[src/rtl/qc_perm_pkg.sv]
// Shared constants and index helper for the QC-LDPC permutation network.
// Mode bit positions and the divider-free circulant index.
package qc_perm_pkg;

    localparam int MODE_GREV = 0;
    localparam int MODE_ROT  = 1;

    // (i + s) mod z, valid only while i < z and s < z so one subtract suffices.
    function automatic int rot_idx(input int i, input int s, input int z);
        int t;
        t = i + s;
        return (t >= z) ? t - z : t;
    endfunction

endpackage

[src/rtl/qc_rotate_group.sv]
// One Z-lane circulant rotator: out[i] = in[(i+shift) mod Z]; zeroes the group on shift >= Z.
// Purely combinational; the enclosing pipeline stage registers the result.
module qc_rotate_group #(
    parameter int DATA_WIDTH = 6,
    parameter int Z          = 6,
    parameter int SW         = $clog2(Z)
) (
    input  logic                  rot_en,
    input  logic [SW-1:0]         shift,
    input  logic [DATA_WIDTH-1:0] din  [0:Z-1],
    output logic [DATA_WIDTH-1:0] dout [0:Z-1],
    output logic                  shift_err
);
    import qc_perm_pkg::*;

    logic shift_ok;

    assign shift_ok  = int'(shift) < Z;
    assign shift_err = rot_en && !shift_ok;

    always_comb begin
        for (int i = 0; i < Z; i++) begin
            dout[i] = '0;
            if (!rot_en) begin
                dout[i] = din[i];
            end else if (shift_ok) begin
                dout[i] = din[SW'(rot_idx(i, int'(shift), Z))];
            end
        end
    end

endmodule

[src/rtl/qc_perm_shuffle.sv]
// Two-stage VNU/CNU permutation: group reverse, then per-group circulant rotate; 2-cycle latency.
// Valid/ready with per-stage enables; a stalled output holds both stages without dropping beats.
module qc_perm_shuffle #(
    parameter int DATA_WIDTH = 6,
    parameter int Z          = 6,
    parameter int NG         = 6,
    parameter int SW         = $clog2(Z)
) (
    input  logic                  clk,
    input  logic                  rst,
    input  logic                  in_valid,
    output logic                  in_ready,
    input  logic [1:0]            mode,
    input  logic [SW-1:0]         shift    [0:NG-1],
    input  logic [DATA_WIDTH-1:0] data_in  [0:NG*Z-1],
    output logic                  out_valid,
    input  logic                  out_ready,
    output logic [DATA_WIDTH-1:0] data_out [0:NG*Z-1],
    output logic                  err_shift
);
    import qc_perm_pkg::*;

    localparam int N = NG * Z;

    logic                  en1, en2;
    logic                  s1_valid;
    logic                  s1_rot;
    logic [SW-1:0]         s1_shift [0:NG-1];
    logic [DATA_WIDTH-1:0] s1_dat   [0:N-1];
    logic [DATA_WIDTH-1:0] s1_nxt   [0:N-1];
    logic [DATA_WIDTH-1:0] rot_dat  [0:N-1];
    logic [NG-1:0]         grp_err;

    assign en2      = !out_valid || out_ready;
    assign en1      = !s1_valid || en2;
    assign in_ready = en1;

    for (genvar g = 0; g < NG; g++) begin : g_grp
        logic [DATA_WIDTH-1:0] grp_in  [0:Z-1];
        logic [DATA_WIDTH-1:0] grp_out [0:Z-1];

        for (genvar i = 0; i < Z; i++) begin : g_lane
            assign s1_nxt[g*Z+i] = mode[MODE_GREV] ? data_in[(NG-1-g)*Z+i] : data_in[g*Z+i];
            assign grp_in[i]      = s1_dat[g*Z+i];
            assign rot_dat[g*Z+i] = grp_out[i];
        end

        qc_rotate_group #(
            .DATA_WIDTH(DATA_WIDTH),
            .Z         (Z),
            .SW        (SW)
        ) u_rot (
            .rot_en   (s1_rot),
            .shift    (s1_shift[g]),
            .din      (grp_in),
            .dout     (grp_out),
            .shift_err(grp_err[g])
        );
    end

    always_ff @(posedge clk or posedge rst) begin
        if (rst) begin
            s1_valid <= 1'b0;
            s1_rot   <= 1'b0;
            for (int k = 0; k < N; k++)  s1_dat[k]   <= '0;
            for (int g = 0; g < NG; g++) s1_shift[g] <= '0;
        end else if (en1) begin
            s1_valid <= in_valid;
            s1_rot   <= mode[MODE_ROT];
            for (int k = 0; k < N; k++)  s1_dat[k]   <= s1_nxt[k];
            for (int g = 0; g < NG; g++) s1_shift[g] <= shift[g];
        end
    end

    // err_shift is flagged as the offending beat moves into the output register.
    always_ff @(posedge clk or posedge rst) begin
        if (rst) begin
            out_valid <= 1'b0;
            err_shift <= 1'b0;
            for (int k = 0; k < N; k++) data_out[k] <= '0;
        end else begin
            if (en2) begin
                out_valid <= s1_valid;
                for (int k = 0; k < N; k++) data_out[k] <= rot_dat[k];
            end
            if (en2 && s1_valid && |grp_err) begin
                err_shift <= 1'b1;
            end
        end
    end

endmodule

[config.mk]
export PLATFORM = sky130hd
export DESIGN_NAME = qc_perm_shuffle
export DESIGN_NICKNAME = d
export VERILOG_FILES = /design/src/rtl/qc_perm_pkg.sv /design/src/rtl/qc_rotate_group.sv /design/src/rtl/qc_perm_shuffle.sv
export SDC_FILE = /design/constraint.sdc
export NUM_CORES = 2
export LEC_CHECK = 0
export CAP_MARGIN = 20
export CORE_MARGIN = 1.5
export CORE_UTILIZATION = 56
export CTS_CLUSTER_SIZE = 25
export DETAILED_ROUTE_END_ITERATION = 8
export PLACE_DENSITY = 0.91
export SETUP_SLACK_MARGIN = 0.02
export SLEW_MARGIN = 20
export SYNTH_ARGS = -nofsm -noshare
export SYNTH_HDL_FRONTEND = slang
export SYNTH_SLANG_ARGS = --single-unit
[constraint.sdc]
create_clock -name clk -period 17.9 [get_ports clk]
set_input_delay 2.685 -clock clk [delete_from_list [all_inputs] [get_ports clk]]
set_output_delay 2.685 -clock clk [all_outputs]
set_load 0.1 [all_outputs]
==> impl_metrics.tcl <==
set metrics [dict create \
    status "complete, but fails checks" \
    violations "DRC" \
    layout_common_cells "mux2i_1 (576), a21oi_1 (498), clkdlybuf4s50_1 (455)" \
    io_buffers 458 \
    tns_ns 0 \
    cts_root_buffer "clkbuf_16" \
    dr_wl_met2_um 46970 \
    place_inst 4313 \
    num_rows 85 \
    wl_met3_um 14180 \
    antenna_found_initial 29 \
    die_area_mm2 0.05549 \
    hold_depth 2 \
    path_clk_slew_ns 0.06 \
    maxSlewViolCount 0 \
    pin_count 459 \
    critPathMaxFanout 57 \
    fillers 4178 \
    p_per_area_mw_per_mm2 136.2 \
    wl_um 111600 \
    reg2reg_to "g_grp[3].grp_in[17]" \
    total_power_mw 5.014 \
    tightestPinTransition_ns 1.140 \
    drt_iter0_markers 3978 \
    worstPathArrival_ns 5.05 \
    cts_sinks 454 \
    cp.required_ns 15.21 \
    yosysSeqAreaShare_pct 37.51 \
    relSlewSlack_pct 23.74 \
    p_leak_nw 15.72 \
    drv_cap 0 \
    whs_ns 0.4827 \
    clk_path_buf_depth 3 \
    worstReg2RegStart "out_valid" \
    cts_inserted_buffers 50 \
    core_region_area_mm2 0.05360 \
    post_cts_buffers 0 \
    gr-total-overflow 0 \
    synth_area_mm2 0.03029 \
    gp_congestion 1.015 \
    highest_layer "met5" \
    track_usage_pct 38.79 \
    syn_to_final_growth_pct 21.50 \
    vias 29773 \
    grt_setup_unrepaired "no" \
    postSynthAreaPerCell_um2 8.893 \
    met1_length_um 43980 \
    grt_max_degree 254 \
    fin_crit_sh_pct 43.19 \
    critPathKind "in -> out" \
    drc_errors 2 \
    instances_no_fill 4437 \
    crit_path_start_kind "input pin" \
    drive_gt1_share_pct 5.901 \
    syn_inst 3406 \
    ys_types 72 \
    cts_tree "done" \
    fmax_mhz 129.3 \
    cts_hold_buf 0 \
    async_flop_share_pct 100.0 \
    hold_path_end "data_out[90]" \
    grt_pass1_wl_um 167800 \
    htreeDepth 2 \
    fin_skew_ns 0.01471 \
    synth_edf_count 0 \
    grt_pass1_vias 27714 \
    avgRoutedWirePerCell_um 25.16 \
    postRouteAntennaNets 0 \
    yosys_warnings 0 \
    post_cts_resized 0 \
    ir_worst_vdd_v 0.0001222 \
    r2r_slack_ns 13.94 \
    finalHoldViolCount 0 \
    vias_per_cell 6.710 \
    post-dp-hpwl_um 78990 \
    fin_nets 3967 \
    ys_ff_latch 454 \
    dr.pass1.iters 9 \
    syn-num-nets 3704 \
    layout_commonest_cell "mux2i_1" \
    die_y_um 235.6 \
    synthFlopType "dfrtp_1" \
    setup_viol 0 \
    min_from "data_out[90]" \
    start_util_pct 56.51 \
    crit_path_end_kind "output port" \
    min_path_type "reg -> reg" \
    post-route-min-period_ns 7.732 \
    insertion_delay_ns 0.62 \
    die_w_um 235.6 \
    r2r_cells 7 \
]
## power by group
part	leakage (nW)	internal (mW)	switching, mW	total, mW
Clock	0.846	0.653	0.480	1.13
Sequential	5.30	1.21	0.234	1.45
Combinational	9.57	0.696	1.74	2.43
## sequential cells by signal (all words and copies together), names as in the netlist
name,count
s1_rot,1
g_grp.grp_in,216
data_out,216
out_valid,1
s1_valid,1
s1_shift,18
err_shift,1
## worst max-delay path, stage by stage
cell	delay [ns]
clkdlybuf4s50_1	0.53
nor2b_4	0.07
nand2_4	0.46
clkdlybuf4s50_1	1.29
## kinds of logic (layout without fill, tap and decap cells)
family / Yosys count / after routing / synth area share [%]
xor gates and xnor gates: 30 / 30 / 1.078
DFF: 454 / 454 / 37.51
AOI/OAI and AO/OA: 1031 / 1031 / 20.38
adders and majority gates: 63 / 63 / 2.578
and+or+nand+nor: 883 / 883 / 13.49
other: 0 / 30 / 0
buffers and inverters: 327 / 632 / 4.366
muxes: 618 / 618 / 20.60
## final cells by class
class                   count  area, um2  area share (%)
diodes                     30      75.07          0.2040
clock buffers              58       1353           3.675
clock inverters            36      436.7           1.187
inverters                  49      193.9          0.5270
multi-input cells        2625      17670           48.00
flip-flops and latches    454      11370           30.89
well taps                 696      870.8           2.366
repair buffers            489       4837           13.14
## per-stage QoR
step / worst slack, ns / instance area [um2] / util, %
floorplan: 2.560 / 30290 / -
global placement: 10.20 / 34910 / 65.13
detailed placement: 10.17 / 34910 / 65.13
CTS: 10.17 / 36700 / 68.47
global route: 10.10 / 36800 / 68.65
finish: 10.17 / 36800 / 68.66
## cells in the mapped netlist, drive strengths merged (5+ instances only)
master	n	area [um2]
a211oi	9	67.56
a21o	11	82.58
a21oi	501	2522
a221oi	10	87.58
a22oi	19	147.6
a2bb2oi	46	402.9
a311oi	6	52.55
a31oi	27	168.9
a32oi	30	262.8
and2	15	93.84
and3	64	400.4
buf	72	362.8
clkbuf	206	775.7
dfrtp	454	11360
ha	58	725.7
inv	49	183.9
maj3	5	55.05
mux2	40	450.4
mux2i	578	5789
nand2	140	525.5
nand2b	53	331.6
nand3	59	295.3
nand3b	5	37.54
nand4	18	112.6
nor2	385	1445
nor2b	22	137.6
nor3	78	390.4
nor3b	27	202.7
o2111ai	24	210.2
o211ai	17	127.6
o21a	29	219.0
o21ai	212	1076
o21bai	6	45.04
o221ai	27	236.5
o22a	10	87.58
o22ai	14	93.84
o2bb2ai	5	43.79
o31ai	8	60.06
or2	7	43.79
xnor2	19	222.7
xor2	11	103.9
## worst max path at each step
stage	to	from	slack, ns
after floorplan	data_out[0]	rst	2.56
after global placement	in_ready	out_ready	10.20
after detailed placement	in_ready	out_ready	10.17
after CTS	in_ready	out_ready	10.17
after global routing	in_ready	out_ready	10.10
final	in_ready	out_ready	10.17
## metal layers
metal  vias to the layer above  global-route usage [%]
met5                         -                       0
met4                         2                   20.70
met3                       389                   11.19
met2                      2154                   54.80
met1                     14250                   53.65
li1                      12978                       -
Power figures use the tool's default switching activity.
